<file path="src/rtl/mips32_pkg.sv">
// Shared encodings for the MIPS32 memory stage: control bit positions,
// access sizes, FSM states and the default bus timeout.
package mips32_pkg;

    localparam int CTL_MEM_READ   = 0;
    localparam int CTL_MEM_WRITE  = 1;
    localparam int CTL_BRANCH     = 2;
    localparam int CTL_REG_WRITE  = 3;
    localparam int CTL_MEM_TO_REG = 4;

    localparam int TIMEOUT_DEFAULT = 255;

    typedef enum logic [1:0] {
        SZ_WORD = 2'b00,
        SZ_HALF = 2'b01,
        SZ_BYTE = 2'b10
    } size_t;

    typedef enum logic [1:0] {
        ST_IDLE   = 2'b00,
        ST_ACCESS = 2'b01,
        ST_ERR    = 2'b10
    } state_t;

    // The unused encoding 11 behaves as a word access.
    function automatic logic [1:0] norm_size(input logic [1:0] s);
        return (s == 2'b11) ? 2'b00 : s;
    endfunction

    function automatic logic misaligned(input logic [1:0] s, input logic [1:0] lane);
        case (norm_size(s))
            SZ_HALF: return lane[0];
            SZ_BYTE: return 1'b0;
            default: return lane != 2'b00;
        endcase
    endfunction

endpackage

</file>
<file path="src/rtl/mem_stage_if.sv">
// Data-memory request/response bus between the MEM stage and the memory.
interface mem_stage_if;
    logic        dmem_req;
    logic        dmem_we;
    logic [31:0] dmem_addr;
    logic [3:0]  dmem_be;
    logic [31:0] dmem_wdata;
    logic        dmem_ack;
    logic [31:0] dmem_rdata;

    modport master (
        output dmem_req, dmem_we, dmem_addr, dmem_be, dmem_wdata,
        input  dmem_ack, dmem_rdata
    );

    modport slave (
        input  dmem_req, dmem_we, dmem_addr, dmem_be, dmem_wdata,
        output dmem_ack, dmem_rdata
    );
endinterface

</file>
<file path="src/rtl/mem_align.sv">
// Byte-lane steering: store byte enables and lane replication, plus load
// lane selection with zero/sign extension.
module mem_align
    import mips32_pkg::*;
(
    input  logic [1:0]  size_i,
    input  logic [1:0]  lane_i,
    input  logic        sign_i,
    input  logic [31:0] st_data_i,
    input  logic [31:0] ld_data_i,
    output logic [3:0]  be_o,
    output logic [31:0] st_data_o,
    output logic [31:0] ld_data_o
);
    logic [7:0]  ld_byte;
    logic [15:0] ld_half;

    always_comb begin
        ld_byte = ld_data_i[7:0];
        case (lane_i)
            2'd1:    ld_byte = ld_data_i[15:8];
            2'd2:    ld_byte = ld_data_i[23:16];
            2'd3:    ld_byte = ld_data_i[31:24];
            default: ld_byte = ld_data_i[7:0];
        endcase
        ld_half = lane_i[1] ? ld_data_i[31:16] : ld_data_i[15:0];

        be_o      = 4'b1111;
        st_data_o = st_data_i;
        ld_data_o = ld_data_i;
        case (norm_size(size_i))
            SZ_HALF: begin
                be_o      = lane_i[1] ? 4'b1100 : 4'b0011;
                st_data_o = {2{st_data_i[15:0]}};
                ld_data_o = {{16{sign_i & ld_half[15]}}, ld_half};
            end
            SZ_BYTE: begin
                be_o      = 4'b0001 << lane_i;
                st_data_o = {4{st_data_i[7:0]}};
                ld_data_o = {{24{sign_i & ld_byte[7]}}, ld_byte};
            end
            default: ;
        endcase
    end
endmodule

</file>
<file path="src/rtl/mem_stage.sv">
// MIPS32 MEM stage: branch resolve, data-memory access FSM with alignment
// check and bus timeout, and the MEM/WB pipeline register.
module mem_stage
    import mips32_pkg::*;
#(
    parameter int TIMEOUT = TIMEOUT_DEFAULT
) (
    input  logic        clk,
    input  logic        rst,
    input  logic        flag_zero_in,
    input  logic [4:0]  control_in,
    input  logic [1:0]  size_in,
    input  logic        sign_in,
    input  logic [31:0] branch_address_in,
    input  logic [31:0] alu_result_in,
    input  logic [31:0] rt_value_in,
    input  logic [4:0]  dest_reg_in,
    output logic        pc_src,
    output logic [31:0] branch_target,
    output logic        stall,
    mem_stage_if.master dmem,
    output logic [1:0]  wb_control_out,
    output logic [31:0] read_data_out,
    output logic [31:0] alu_result_out,
    output logic [4:0]  dest_reg_out,
    output logic        align_err,
    output logic        bus_err
);
    localparam int CW = (TIMEOUT > 1) ? $clog2(TIMEOUT) : 1;

    state_t        state_q, state_d;
    logic [CW-1:0] wait_q, wait_d;
    logic          done_q, done_d;
    logic          issue;

    logic [31:0] addr_q, wdat_q;
    logic [1:0]  size_q;
    logic        sign_q, we_q, rd_q, m2r_q, rw_q;
    logic [4:0]  dest_q;

    logic [1:0]  wb_q, wb_d;
    logic [31:0] rdata_q, rdata_d, alu_q, alu_d;
    logic [4:0]  wbdest_q, wbdest_d;

    logic        mem_op, stall_c, berr_c;
    logic [31:0] ld_ext;

    assign mem_op        = control_in[CTL_MEM_READ] | control_in[CTL_MEM_WRITE];
    assign pc_src        = control_in[CTL_BRANCH] & flag_zero_in;
    assign branch_target = branch_address_in;

    mem_align u_align (
        .size_i    (size_q),
        .lane_i    (addr_q[1:0]),
        .sign_i    (sign_q),
        .st_data_i (wdat_q),
        .ld_data_i (dmem.dmem_rdata),
        .be_o      (dmem.dmem_be),
        .st_data_o (dmem.dmem_wdata),
        .ld_data_o (ld_ext)
    );

    always_comb begin
        state_d  = state_q;
        wait_d   = wait_q;
        done_d   = 1'b0;
        issue    = 1'b0;
        stall_c  = 1'b0;
        berr_c   = 1'b0;
        wb_d     = 2'b00;
        rdata_d  = '0;
        alu_d    = '0;
        wbdest_d = '0;
        case (state_q)
            ST_IDLE: begin
                // done_q: EX/MEM still holds the access just retired while
                // stalled; let it drain instead of issuing it twice.
                if (done_q) begin
                end else if (mem_op && misaligned(size_in, alu_result_in[1:0])) begin
                    state_d  = ST_ERR;
                    wb_d     = {control_in[CTL_MEM_TO_REG], 1'b0};
                    alu_d    = alu_result_in;
                    wbdest_d = dest_reg_in;
                end else if (mem_op) begin
                    state_d = ST_ACCESS;
                    wait_d  = '0;
                    issue   = 1'b1;
                    stall_c = 1'b1;
                end else begin
                    wb_d     = {control_in[CTL_MEM_TO_REG], control_in[CTL_REG_WRITE]};
                    alu_d    = alu_result_in;
                    wbdest_d = dest_reg_in;
                end
            end
            ST_ACCESS: begin
                stall_c = 1'b1;
                if (dmem.dmem_ack) begin
                    state_d  = ST_IDLE;
                    done_d   = 1'b1;
                    wb_d     = {m2r_q, rw_q};
                    rdata_d  = rd_q ? ld_ext : 32'h0;
                    alu_d    = addr_q;
                    wbdest_d = dest_q;
                end else if (wait_q == CW'(TIMEOUT - 1)) begin
                    state_d = ST_IDLE;
                    done_d  = 1'b1;
                    berr_c  = 1'b1;
                end else begin
                    wait_d = wait_q + 1'b1;
                end
            end
            ST_ERR: begin
                stall_c = 1'b1;
                state_d = ST_IDLE;
            end
            default: state_d = ST_IDLE;
        endcase
    end

    always_ff @(posedge clk or posedge rst) begin
        if (rst) begin
            state_q  <= ST_IDLE;
            wait_q   <= '0;
            done_q   <= 1'b0;
            wb_q     <= '0;
            rdata_q  <= '0;
            alu_q    <= '0;
            wbdest_q <= '0;
        end else begin
            state_q  <= state_d;
            wait_q   <= wait_d;
            done_q   <= done_d;
            wb_q     <= wb_d;
            rdata_q  <= rdata_d;
            alu_q    <= alu_d;
            wbdest_q <= wbdest_d;
        end
    end

    // Request is captured at issue so dmem_* stay stable through ACCESS.
    always_ff @(posedge clk or posedge rst) begin
        if (rst) begin
            addr_q <= '0;
            wdat_q <= '0;
            size_q <= '0;
            sign_q <= 1'b0;
            we_q   <= 1'b0;
            rd_q   <= 1'b0;
            m2r_q  <= 1'b0;
            rw_q   <= 1'b0;
            dest_q <= '0;
        end else if (issue) begin
            addr_q <= alu_result_in;
            wdat_q <= rt_value_in;
            size_q <= norm_size(size_in);
            sign_q <= sign_in;
            we_q   <= control_in[CTL_MEM_WRITE];
            rd_q   <= control_in[CTL_MEM_READ];
            m2r_q  <= control_in[CTL_MEM_TO_REG];
            rw_q   <= control_in[CTL_REG_WRITE];
            dest_q <= dest_reg_in;
        end
    end

    assign dmem.dmem_req  = (state_q == ST_ACCESS);
    assign dmem.dmem_we   = dmem.dmem_req & we_q;
    assign dmem.dmem_addr = {addr_q[31:2], 2'b00};

    assign stall          = stall_c & ~rst;
    assign bus_err        = berr_c;
    assign align_err      = (state_q == ST_ERR);
    assign wb_control_out = wb_q;
    assign read_data_out  = rdata_q;
    assign alu_result_out = alu_q;
    assign dest_reg_out   = wbdest_q;
endmodule

</file>
<file path="src/flat_wrapper.sv">
// flat-port wrapper written by rule: the top's interface ports become plain ports
module mem_stage_flat import mips32_pkg::*;
#(
    parameter int TIMEOUT = TIMEOUT_DEFAULT
)
  (clk, rst, flag_zero_in, control_in, size_in, sign_in, branch_address_in, alu_result_in, rt_value_in, dest_reg_in, pc_src, branch_target, stall, wb_control_out, read_data_out, alu_result_out, dest_reg_out, align_err, bus_err, dmem_dmem_req, dmem_dmem_we, dmem_dmem_addr, dmem_dmem_be, dmem_dmem_wdata, dmem_dmem_ack, dmem_dmem_rdata);
  mem_stage_if dmem_i ();
  input  logic clk;
  input  logic rst;
  input  logic flag_zero_in;
  input  logic [4:0] control_in;
  input  logic [1:0] size_in;
  input  logic sign_in;
  input  logic [31:0] branch_address_in;
  input  logic [31:0] alu_result_in;
  input  logic [31:0] rt_value_in;
  input  logic [4:0] dest_reg_in;
  output logic pc_src;
  output logic [31:0] branch_target;
  output logic stall;
  output logic [1:0] wb_control_out;
  output logic [31:0] read_data_out;
  output logic [31:0] alu_result_out;
  output logic [4:0] dest_reg_out;
  output logic align_err;
  output logic bus_err;
  output wire logic [$bits(dmem_i.dmem_req)-1:0] dmem_dmem_req;
  output wire logic [$bits(dmem_i.dmem_we)-1:0] dmem_dmem_we;
  output wire logic [$bits(dmem_i.dmem_addr)-1:0] dmem_dmem_addr;
  output wire logic [$bits(dmem_i.dmem_be)-1:0] dmem_dmem_be;
  output wire logic [$bits(dmem_i.dmem_wdata)-1:0] dmem_dmem_wdata;
  input wire logic [$bits(dmem_i.dmem_ack)-1:0] dmem_dmem_ack;
  input wire logic [$bits(dmem_i.dmem_rdata)-1:0] dmem_dmem_rdata;
  assign dmem_dmem_req = dmem_i.dmem_req;
  assign dmem_dmem_we = dmem_i.dmem_we;
  assign dmem_dmem_addr = dmem_i.dmem_addr;
  assign dmem_dmem_be = dmem_i.dmem_be;
  assign dmem_dmem_wdata = dmem_i.dmem_wdata;
  assign dmem_i.dmem_ack = dmem_dmem_ack;
  assign dmem_i.dmem_rdata = dmem_dmem_rdata;
  mem_stage #(.TIMEOUT(TIMEOUT)) u_core (.clk(clk), .rst(rst), .flag_zero_in(flag_zero_in), .control_in(control_in), .size_in(size_in), .sign_in(sign_in), .branch_address_in(branch_address_in), .alu_result_in(alu_result_in), .rt_value_in(rt_value_in), .dest_reg_in(dest_reg_in), .pc_src(pc_src), .branch_target(branch_target), .stall(stall), .dmem(dmem_i), .wb_control_out(wb_control_out), .read_data_out(read_data_out), .alu_result_out(alu_result_out), .dest_reg_out(dest_reg_out), .align_err(align_err), .bus_err(bus_err));
endmodule
</file>
<file path="config.mk">
export PLATFORM = sky130hd
export DESIGN_NAME = mem_stage_flat
export DESIGN_NICKNAME = d
export VERILOG_FILES = /design/src/rtl/mips32_pkg.sv /design/src/rtl/mem_stage_if.sv /design/src/rtl/mem_align.sv /design/src/rtl/mem_stage.sv /design/src/flat_wrapper.sv
export SDC_FILE = /design/constraint.sdc
export NUM_CORES = 1
export LEC_CHECK = 0
export ABC_CLOCK_PERIOD_IN_PS = 13300
export BUFFER_PORTS_ARGS = -buffer_cell sky130_fd_sc_hd__buf_2
export CORE_MARGIN = 4
export CORE_UTILIZATION = 50
export DETAILED_ROUTE_END_ITERATION = 10
export PLACE_DENSITY = 0.83
export REMOVE_ABC_BUFFERS = 1
export SYNTH_ARGS = -nofsm -noshare
export SYNTH_HDL_FRONTEND = slang
export SYNTH_SLANG_ARGS = --single-unit
</file>
<file path="constraint.sdc">
create_clock -name clk -period 13.3 [get_ports clk]
set_input_delay 3.99 -clock clk [delete_from_list [all_inputs] [get_ports clk]]
set_output_delay 3.99 -clock clk [all_outputs]
set_load 0.005 [all_outputs]
</file>
Yosys cells after proc, flatten, opt, wreduce, memory -nomap -nowiden
Index checks and enable logic that the tools add are counted.

storage, ports and cells
  bits in registers = 158
  output and inout port bits = 177
  word-level logic and storage cells = 102

cells by class
  add/sub/neg operators = 1
  eq/ne operators = 19
  shift-type cells = 1
  muxes and demuxes = 51
  bitwise gates (word level) = 7
  reductions and logical operators = 7

operators by type and width
  kind                   number
  $mux W32               7
  $pmux W32 S2           3
  $mux W8                5
  $pmux W8 S3            1
  $mux W2                11
  $mux W5                4
  $mux W16               1
  $pmux W8 S2            1
  $eq A2 B2 Y1 const B   7
  $mux W1                11
  $pmux W5 S2            1
  $add A8 B1 Y8 const B  1
  $eq A2 B1 Y1 const B   4
  $eq A8 B8 Y1 const B   1
  $ne A2 B2 Y1 const B   4
  $pmux W2 S2            2
  $pmux W4 S2            1
  $reduce_and A6 Y1      1
  $and A1 B1 Y1          5
  $mux W4                1
  $pmux W1 S2            2
  $reduce_bool A2 Y1     2
  $shl A1 B2 Y4 const A  1
  $ne A3 B1 Y1 const B   1
  8 further kinds        8

Longest topological paths before layout
Gate-level depths: netlist of the first run.

  word-level depth = 11
  depth in mapped cells = 9
  depth with buffers taken out = 6

Cells and area by module
Synthesis of the first run repeated with hierarchy kept, for this count alone.

second synthesis, totals
  cells, all modules = 809
  area, all modules = 7754.9 µm²

by module, submodules not included
  module     instances  cells each  area each (µm²)  seq. area each (µm²)
  mem_stage  1          646         6622.6           3953.8
  mem_align  1          163         1132.3           0.0

Worst setup path after synthesis of the first run
OpenSTA, ideal clock, no wires.

  kind = input-to-output
  from = input port size_in[0]
  to = output port stall
  arrival time = 5.315 ns
  required time = 9.310 ns
  setup slack = 3.995 ns
  stages = 7
  cells stage by stage = inv_1 > ha_1 > a21oi_1 > o211ai_2 > buf_2 > buf_2 > a211oi_1

between the ends
  cells in the longest elaborated chain, start to end = 11
  elaborated cells on any way between the ends = 12
  classes of those cells = eq/ne (3); mux (7); bitwise (1); reduce/logical (1)

RTL lines
  what                                                 RTL line            source
  from (decl)                                          flat_wrapper.sv:12  input logic [1:0] size_in;
  $eq A2 B2 Y1                                         mips32_pkg.sv:27    return (s == 2'b11) ? 2'b00 : s;
  $mux W2 (*)                                          mips32_pkg.sv:27
  $eq A2 B2 Y1 / $eq A2 B1 Y1 (equally long branches)  mips32_pkg.sv:31    case (norm_size(s))
  $pmux W1 S2 (*)                                      mips32_pkg.sv:31
  $mux W1 (*)                                          mem_stage.sv:78     if (done_q) begin
  $mux W1 (*)                                          mem_stage.sv:74     case (state_q)
  $logic_and A1 B1 Y1 (*)                              mem_stage.sv:79     end else if (mem_op && misaligned(size_in, alu_result_in[1:0])) begin
  $mux W1 (*)                                          mem_stage.sv:79
  $mux W1 (*)                                          mem_stage.sv:78
  $pmux W1 S2 (*)                                      mem_stage.sv:74
  $and A1 B1 Y1 (*)                                    mem_stage.sv:169    assign stall = stall_c & ~rst;
  to (decl)                                            flat_wrapper.sv:20  output logic stall;

Every way passes the cells marked *; elsewhere a longest branch is shown, timed or not. The select of a mux whose other input is x is not followed.

Worst setup path in the final report of the first run
Ends and elaborated chain as after synthesis.

==> impl_metrics.csv, run 1 <==
group,metric,value,unit
status,outcome,"complete, no violations",
grt,overflow,0,
timing,slew-limit-headroom,0.246,
power,swShare,0.370,
power,cellPowerDensity,238,nW/um^2
grt,grt_max_degree,87,
grt,grt_use_met3,0.0931,
layout,n_antenna_cell,0,
clock_network,postCtsHoldBufs,0,
yosys,ys_ff_latch,158,
setup_path,path_max_fanout,4,
placement,port_buffers,255,
power,internal_power,1.34,mW
clock_network,post_cts_resized,0,
timing,grt_setup_unrepaired,"false",
yosys,ys.flop_type,"dfrtp_1",
clock_network,cts_tree,"yes",
setup_path,path_buf_inv,3,
grt,grt_usage,0.233,
power,power,2.13,mW
die,fp.dieH,131,um
timing,hold_violations,0,
layout,drive_gt1_frac,0.477,
die,dieArea,17100,um^2
setup_path,critPathCaptureType,"output pin",
job,drv_cap,0,
placement,gp_congestion,0.868,
power,combPwrFrac,0.419,
die,io_pins,322,
yosys,synth_top_cell_by_area,"dfrtp_1",
clock_network,root_buffer,"clkbuf_16",
setup_path,cp.required,9.31,ns
yosys,yosys.area_share.simple,0.0546,
yosys,synth_adder_area_share,0.0183,
die,initial_core_util,0.514,
yosys,synthMuxAreaShare,0.137,
power,netSwitchingPower,0.790,mW
detailed_routing,wl_per_cell,20.5,um
die,die_w,131,um
timing,setup_viol,0,
yosys,yosysSeqAreaShare,0.525,
yosys,yosys_warnings,0,
setup_path,cpMaxStageDelayCell,"a21oi_1",
setup_path,path_delay_family,"compound AO/OA/AOI/OAI gates",
detailed_routing,viasPerCell,5.57,
timing,tightest_slew,1.13,ns
setup_path,crit_top_cell,"buf_2",
yosys,synth_area,7530,um^2
yosys,synth_xor_area_frac,0,
detailed_routing,firstDrtPassIters,5,
yosys,synthArstFlopShare,1.00,
placement,placed_cell_area,8390,um^2
layout,syn2layout_area_growth,18.8,%
clock_network,cts_max_path_buffers,2,
detailed_routing,wirelength,20600,um
grt,grt_pass1_wl,29800,um
grt,use_met1,0.298,
yosys,synth_top_cell_area_share,0.525,
clock_network,clock_latency,0.42,ns
power,clockPowerShare,0.215,
setup_path,slowest_delay,0.37,ns
timing,fin_skew,0.00791,ns
power,peakVddDrop,0.000208,V
setup_path,start_kind,"input port",
grt,antenna_found_initial,1,
hold_path,hold_path_class,"reg2reg",
yosys,synth_cell_types,50,
detailed_routing,drt_iter0_drc,342,
die,placementRows,44,
clock_network,clock-sinks,158,
yosys,synth.avg_cell_area,11.8,um^2
clock_network,cts_setup_buffers,0,
detailed_routing,ant_nets,0,
yosys,synth.area.top_cells,"dfrtp_1 52%, mux2_2 13%, buf_4 7.2%",
layout,finalNetCount,964,
detailed_routing,route.vias.total,5600,
placement,dp_hpwl,15200,um
setup_path,path_class,"in2out",
yosys,syn-instance-count,641,
power,seqPwrFrac,0.366,
layout,fin_area,8950,um^2
power,power_leakage,4.62,nW
clock_network,h-tree-depth,4,
clock_network,cts_buffers,17,
timing,setup_tns,0,ns
timing,min_period,9.28,ns
timing,drv_slew,0,
timing,fin_crit_sh,0.698,
yosys,synth_compound_area_frac,0.158,
setup_path,worstPathArrival,5.29,ns
yosys,synth-edff-count,0,
grt,busiest_layer,"met2",
grt,met2_usage,0.363,
setup_path,rrSetupSlack,10.20,ns
clock_network,clkTransAtPathRegs,0.06,ns
detailed_routing,drc,0,
timing,max_freq,0.108,GHz
setup_path,crit_path_cell_trace,"buf_2 -> inv_1 -> ha_1 -> a21oi_1 -> o211ai_4 -> a211oi_1 -> buf_2",
die,core,14600,um^2
grt,first_global_vias,5471,
yosys,synth_top_family_by_area,"compound AO/OA/AOI/OAI gates",
logic make-up (layout without fill, tap and decap cells):
| family | after synthesis | in the layout |
|---|---|---|
| and+or+nand+nor | 86 | 86 |
| DFF | 158 | 158 |
| adders and majority gates | 11 | 11 |
| other | 1 | 2 |
| muxes | 91 | 91 |
| AOI/OAI and AO/OA | 159 | 159 |
| buffers and inverters | 135 | 314 |
through the flow:
step | util | instances | worst slack (ns) | hold slack, ns
2_1_floorplan | - | 527 | 2.39 | 0.460
3_3_place_gp | 0.573 | 973 | 4.02 | 0.474
3_5_place_dp | 0.573 | 973 | 3.99 | 0.483
4_1_cts | 0.611 | 1005 | 3.99 | 0.501
5_1_grt | 0.611 | 1005 | 3.90 | 0.521
6_report | 0.611 | 1005 | 4.02 | 0.493
layout by cell type (no fill, tap or decap), types with 4 or more instances in the layout:
cell and count:
buf_4 7, a22o_1 46, mux2_2 84, o211ai_1 10, dfrtp_1 158, a21o_1 23, clkinvlp_4 5, buf_2 255
nand3_1 4, clkbuf_16 17, inv_1 19, nand2_1 46, a221oi_1 8, and2_1 4, mux2i_1 6, inv_6 4
o21ai_0 32, o21bai_1 4, or2_2 5, a21oi_1 10, nand2b_1 4, a22oi_1 8, nor2_1 6, inv_8 4
ha_1 10
cell type report:
type / instances / area [um^2]
Clock buffer: 17 / 425
Clock inverter: 15 / 131
Fill cell: 1220 / 5700
Inverter: 20 / 80.1
Multi-Input combinational cell: 349 / 2800
Sequential cell: 158 / 3950
Tap cell: 184 / 230
Timing Repair Buffer: 262 / 1330
worst reg2reg max path, stage by stage, from the launching register on:
cell and delay [ns]:
dfrtp_1 0.40, inv_1 0.12, ha_1 0.58, and2_1 0.28, nand2_1 0.43, a2111oi_4 1.04, a21o_1 0.20
power by group through the flow:
stage / combinational (mW) / sequential, mW / clock (mW)
after floorplan: 0.511 / 0.789 / 0
after global placement: 0.880 / 0.779 / 0
after detailed placement: 0.900 / 0.790 / 0
after CTS: 0.902 / 0.782 / 0.468
after global routing: 0.971 / 0.803 / 0.487
final: 0.893 / 0.781 / 0.458
final timing paths:
check                           depth (start not counted)                             endpoint                          start
worst max-delay path                                    7                                stall                     size_in[0]
worst min-delay path                                    1   u_core.wb_control_out[0]$_DFF_PP0_        u_core.rw_q$_DFFE_PP0N_
worst max register to register                          6   u_core.read_data_out[20]$_DFF_PP0_  u_core.state_q[1]$_DFFE_PP0P_
worst min register to register                          1   u_core.wb_control_out[0]$_DFF_PP0_        u_core.rw_q$_DFFE_PP0N_
max in group asynchronous                               3  u_core.alu_result_out[13]$_DFF_PP0_                            rst
min in group asynchronous                               2        u_core.addr_q[31]$_DFFE_PP0N_                            rst
metal layers:
metal	share of wire	wire length (um)
met1	0.40	8260
met3	0.091	1880
met4	0.019	381
met2	0.48	9960
met5	0.0048	98
state kept, by name, indices dropped and copies added (netlist names), 2 cells and up:
register,count
u_core.addr_q,32
u_core.dest_reg_out,5
u_core.dest_q,5
u_core.wdat_q,32
u_core.alu_result_out,32
u_core.size_q,2
u_core.wait_q,8
u_core.wb_control_out,2
u_core.state_q,2
u_core.read_data_out,32
cells in the mapped netlist, types with 5 or more instances:
| cell type | instances |
|---|---|
| nand2_1 | 46 |
| a21o_1 | 23 |
| mux2i_1 | 6 |
| dfrtp_1 | 158 |
| a22oi_1 | 8 |
| buf_2 | 14 |
| inv_1 | 20 |
| buf_4 | 72 |
| ha_1 | 11 |
| mux2_2 | 84 |
| o211ai_1 | 10 |
| clkbuf_1 | 25 |
| a22o_1 | 46 |
| or2_2 | 5 |
| nor2_1 | 6 |
| a21oi_1 | 10 |
| o21ai_0 | 32 |
| a221oi_1 | 8 |
(Power assumes the default switching activity.)
==> inputs of run 2 (changes only) <==
ABC_AREA = 1   (was default)
ABC_CLOCK_PERIOD_IN_PS = 8170   (was 13300)
CORE_UTILIZATION = 44   (was 50)
PLACE_DENSITY = 0.77   (was 0.83)
clock period = 8.17 ns   (was 13.3 ns; I/O delays follow)
==> run 2 against run 1 <==
Total power increased by 66%. Hold slack worse by 0.022 ns. Wire length increased by 6.5%. Utilization fell by 6.9 points. Critical path depth up 1. Clock skew barely moved. Clock power increased by 74%. Area after synthesis up 1.2%. Cell count rose by 33%. Design area rose by 1.6%. Critical path type unchanged. Largest cell class unchanged. Highest routed layer unchanged.
==> impl_metrics.csv, run 2 <==
group,metric,value,unit
layout,drive_gt1_frac,0.270,
timing,drv_slew,0,
timing,setup_viol,0,
grt,grt_max_degree,85,
power,power_leakage,5.16,nW
timing,tightest_slew,1.03,ns
yosys,synth.area.top_cells,"dfrtp_1 52%, nand2_1 14%, buf_4 7.2%",
die,initial_core_util,0.455,
hold_path,hold_path_class,"reg2reg",
yosys,synth.avg_cell_area,8.14,um^2
clock_network,postCtsHoldBufs,0,
yosys,synth_top_cell_area_share,0.519,
yosys,synth_area,7620,um^2
grt,overflow,0,
clock_network,clock-sinks,158,
yosys,ys_ff_latch,158,
detailed_routing,drt_iter0_drc,371,
timing,grt_setup_unrepaired,"false",
clock_network,cts_buffers,17,
timing,fin_skew,0.00777,ns
power,cellPowerDensity,389,nW/um^2
detailed_routing,route.vias.total,6528,
clock_network,cts_tree,"yes",
yosys,synth_top_cell_by_area,"dfrtp_1",
setup_path,crit_path_cell_trace,"buf_2 -> inv_1 -> ha_1 -> a21o_1 -> a21oi_4 -> nand2_4 -> a21oi_2 -> buf_2",
clock_network,h-tree-depth,4,
layout,fill_cells,1555,
yosys,synth_cell_types,28,
layout,layout_commonest_cell,"nand2_1",
grt,antenna_found_initial,2,
yosys,yosysMostFrequentCell,"nand2_1",
power,peakVddDrop,0.000182,V
clock_network,root_buffer,"clkbuf_16",
yosys,synthArstFlopShare,1.00,
detailed_routing,wirelength,21900,um
yosys,synth-edff-count,0,
die,core,16800,um^2
detailed_routing,ant_nets,0,
yosys,ys.flop_type,"dfrtp_1",
placement,dp_hpwl,15800,um
setup_path,crit_top_cell,"buf_2",
timing,hold_violations,0,
timing,slew-limit-headroom,0.313,
setup_path,path_max_fanout,49,
setup_path,cp.required,5.72,ns
detailed_routing,viasPerCell,4.90,
die,io_pins,322,
die,die_w,140,um
grt,first_global_vias,6345,
yosys,yosysSeqAreaShare,0.519,
die,dieArea,19500,um^2
timing,min_period,6.36,ns
placement,placed_cells,1300,
placement,port_buffers,255,
die,fp.dieH,140,um
power,power,3.54,mW
job,drv_cap,0,
die,placementRows,47,
placement,gp_congestion,0.811,
timing,max_freq,0.157,GHz
layout,syn2layout_area_growth,19.3,%
timing,setup_tns,0,ns
yosys,syn-instance-count,936,
setup_path,worstPathArrival,3.90,ns
timing,fin_crit_sh,0.778,
detailed_routing,wl_per_cell,16.4,um
clock_network,clock_latency,0.42,ns
clock_network,cts_max_path_buffers,2,
setup_path,path_class,"in2out",
status,outcome,"complete, no violations",
grt,grt_usage,0.225,
clock_network,post_cts_resized,0,
layout,finalNetCount,1255,
clock_network,cts_setup_buffers,0,
layout,final_cell_mix,"285 x nand2_1, 255 x buf_2, 158 x dfrtp_1",
detailed_routing,firstDrtPassIters,7,
setup_path,start_kind,"input port",
clock_network,clkTransAtPathRegs,0.06,ns
yosys,yosys_warnings,0,
grt,grt_pass1_wl,34700,um
setup_path,cpMaxStageDelayCell,"nand2_4",
setup_path,slowest_delay,0.30,ns
detailed_routing,drc,0,
yosys,synth_common_cells,"285 x nand2_1, 158 x dfrtp_1, 80 x nor2_1",
layout,n_antenna_cell,0,
layout,final_cell_count_no_fill,1332,
setup_path,critPathCaptureType,"output pin",
[run 2: worst paths after layout]
kind / start / endpoint / slack, ns / depth (start not counted)
worst min-delay path: u_core.dest_q[2]$_DFFE_PP0N_ / u_core.dest_q[2]$_DFFE_PP0N_ / 0.47 / 2
worst min register to register: u_core.dest_q[2]$_DFFE_PP0N_ / u_core.dest_q[2]$_DFFE_PP0N_ / 0.47 / 2
max in group asynchronous: rst / u_core.wdat_q[23]$_DFFE_PP0N_ / 4.50 / 3
worst max-delay path: size_in[0] / stall / 1.81 / 8
min in group asynchronous: rst / u_core.alu_result_out[14]$_DFF_PP0_ / 2.14 / 2
worst max register to register: u_core.state_q[1]$_DFFE_PP0P_ / u_core.addr_q[28]$_DFFE_PP0N_ / 5.26 / 9
[run 2: per-layer routing]
layer  track usage  vias up  wire (um)
li1              -     3214          -
met1         0.293     3028       9300
met2         0.341      260       9830
met3         0.112       20       2480
met4        0.0418        6        186
met5        0.0351        -        107
[run 2: final cells by class]
cell class / instances / area (um^2) / area share
Tap cell: 220 / 275 / 0.0303
Sequential cell: 158 / 3950 / 0.435
Clock buffer: 21 / 460 / 0.0507
Timing Repair Buffer: 261 / 1320 / 0.145
Clock inverter: 11 / 130 / 0.0143
Multi-Input combinational cell: 589 / 2670 / 0.294
Inverter: 72 / 275 / 0.0303
[run 2: through the flow]
step	area, um^2	hold slack, ns	utilization	worst slack [ns]
after CTS	9090	0.474	0.542	1.80
after detailed placement	8500	0.459	0.507	1.81
after floorplan	6890	0.442	-	0.514
final	9090	0.471	0.542	1.81
after global routing	9090	0.493	0.542	1.64
after global placement	8500	0.454	0.507	1.83
[run 2: kinds of logic after synthesis]
family	synth area share
AOI/OAI and AO/OA	0.109
xor gates and xnor gates	0.00575
adders and majority gates	0.0181
buffers and inverters	0.132
DFF	0.519
other	0.000492
and+or+nand+nor	0.216
[run 2: power by group]
group          leakage (nW)  switching (mW)  internal, mW  total (mW)
clock network         0.289           0.325         0.471       0.796
registers              2.02           0.150          1.06        1.21
logic                  2.86           0.983         0.546        1.53
[run 2: worst max-delay path, delay by kind of cell]
| family | cells | cell delay, ns |
|---|---|---|
| AOI/OAI and AO/OA | 3 | 0.59 |
| buffers and inverters | 3 | 0.28 |
| and+or+nand+nor | 1 | 0.30 |
| adders and majority gates | 1 | 0.27 |
==> inputs of run 3 (changes only) <==
ABC_CLOCK_PERIOD_IN_PS = 5900   (was 8170)
CORE_UTILIZATION = 48   (was 44)
PLACE_DENSITY = 0.8   (was 0.77)
clock period = 5.9 ns   (was 8.17 ns; I/O delays follow)
==> run 3 against run 2 <==
Clock skew is 0.00098 ns higher. Total power is 39% higher. Utilization is 5.0 points higher. Hold slack better by 0.0033 ns. Largest cell class unchanged. First-iteration DRC count is 31% higher. Sequential cell count stayed put. Non-clock buffer count stayed put. Clock power is 43% higher. Design area is 0.18% higher. Global-route usage is 1.1 points higher.
==> impl_metrics.csv, run 3 (synthesis gave the netlist of run 2 again) <==
group,metric,value,unit
setup_path,start_kind,"input port",
setup_path,worstPathArrival,2.84,ns
die,dieArea,18000,um^2
clock_network,cts_max_path_buffers,2,
placement,port_buffers,255,
timing,setup_ws,1.29,ns
setup_path,path_delay_family,"compound AO/OA/AOI/OAI gates",
detailed_routing,viasPerCell,5.02,
layout,multiInputGateArea,2670,um^2
timing,whs,0.474,ns
grt,grt_max_degree,106,
clock_network,root_buffer,"clkbuf_16",
setup_path,cpMaxStageDelayCell,"ha_1",
timing,drv_slew,0,
die,io_pins,322,
die,die_w,134,um
grt,antenna_found_initial,1,
layout,drive_gt1_frac,0.271,
power,cellPowerDensity,541,nW/um^2
setup_path,path_class,"in2out",
timing,min_period,4.61,ns
clock_network,clock-sinks,158,
die,fp.dieH,134,um
timing,grt_setup_unrepaired,"false",
detailed_routing,drt_iter0_drc,487,
power,power,4.93,mW
hold_path,hold_path_class,"reg2reg",
grt,first_global_vias,6389,
clock_network,cts_setup_buffers,0,
timing,fin_crit_sh,0.781,
setup_path,path_buf_inv,3,
layout,fin_area,9110,um^2
timing,fin_skew,0.00875,ns
placement,placed_cell_area,8490,um^2
clock_network,cts_buffers,17,
detailed_routing,firstDrtPassIters,5,
detailed_routing,route.vias.total,6646,
power,power_leakage,5.17,nW
setup_path,cp.required,4.13,ns
timing,setup_viol,0,
grt,overflow,0,
clock_network,post_cts_resized,0,
clock_network,h-tree-depth,4,
placement,placed_cells,1291,
setup_path,crit_path_cell_trace,"buf_2 -> inv_1 -> ha_1 -> a21o_1 -> a21oi_4 -> nand2_4 -> a21oi_2 -> buf_2",
timing,slew-limit-headroom,0.269,
power,peakVddDrop,0.000283,V
grt,grt_pass1_wl,33200,um
layout,layout_commonest_cell,"nand2_1",
detailed_routing,ant_nets,0,
grt,grt_usage,0.235,
timing,hold_violations,0,
clock_network,cts_tree,"yes",
placement,gp_congestion,0.831,
layout,fill_cells,1409,
job,drv_cap,0,
layout,syn2layout_area_growth,19.5,%
layout,fin_util,0.592,
layout,final_cell_mix,"285 x nand2_1, 255 x buf_2, 158 x dfrtp_1",
setup_path,crit_top_cell,"buf_2",
die,placementRows,45,
clock_network,clock_latency,0.42,ns
detailed_routing,wl_per_cell,16.1,um
layout,final_cell_count_no_fill,1324,
placement,dp_hpwl,15100,um
timing,tightest_slew,1.10,ns
timing,setup_tns,0,ns
clock_network,postCtsHoldBufs,0,
placement,place_ws,1.29,ns
layout,seqCellArea,3950,um^2
status,outcome,"complete, no violations",
die,core,15400,um^2
die,initial_core_util,0.496,
timing,max_freq,0.217,GHz
setup_path,slowest_delay,0.28,ns
clock_network,clkTransAtPathRegs,0.06,ns
detailed_routing,drc,0,
layout,finalNetCount,1255,
detailed_routing,wirelength,21400,um
setup_path,critPathCaptureType,"output pin",
setup_path,path_max_fanout,3,
-- run 3: changes by cell type in the layout (fill, tap and decap cells not counted), sizes merged --
| cell | delta |
|---|---|
| clkinvlp | +1 |
| clkbuf | -1 |
| bufinv | +1 |
| inv | -2 |
| clkinv | +1 |
| diode | +1 |
-- run 3: final timing paths --
check,from,endpoint,slack (ns),cells after the start
min,u_core.dest_q[2]$_DFFE_PP0N_,u_core.dest_q[2]$_DFFE_PP0N_,0.47,2
min in group asynchronous,rst,u_core.read_data_out[3]$_DFF_PP0_,1.53,2
max,size_in[0],stall,1.29,8
min reg2reg,u_core.dest_q[2]$_DFFE_PP0N_,u_core.dest_q[2]$_DFFE_PP0N_,0.47,2
max reg2reg,u_core.state_q[1]$_DFFE_PP0P_,u_core.read_data_out[30]$_DFF_PP0_,3.00,9
max in group asynchronous,rst,u_core.wdat_q[10]$_DFFE_PP0N_,3.41,3
-- run 3: layout make-up --
class                   instances  area share
flip-flops and latches        158       0.434
multi-input cells             589       0.294
repair buffers                261       0.145
clock buffers                  20      0.0502
inverters                      72      0.0302
well taps                     211      0.0290
clock inverters                12      0.0174
diodes                          1    0.000275
-- run 3: layer usage --
metal | GRT usage | wire, um | up-vias
li1 | - | - | 3217
met1 | 0.303 | 8920 | 3098
met2 | 0.358 | 9630 | 298
met3 | 0.110 | 2440 | 31
met4 | 0.0686 | 352 | 2
met5 | 0 | 13 | -
-- run 3: where the power goes --
group          internal (mW)  switching, mW  leakage [nW]
clock                  0.692          0.452         0.297
sequential              1.47          0.212          2.02
combinational          0.753           1.35          2.86
total                   2.92           2.01          5.17
-- run 3: worst register-to-register path, delay by kind of cell (launching register included) --
kind / cells / cell delay [ns]
DFF: 1 / 0.42
buffers and inverters: 4 / 0.74
and+or+nand+nor: 4 / 1.25
adders and majority gates: 1 / 0.39
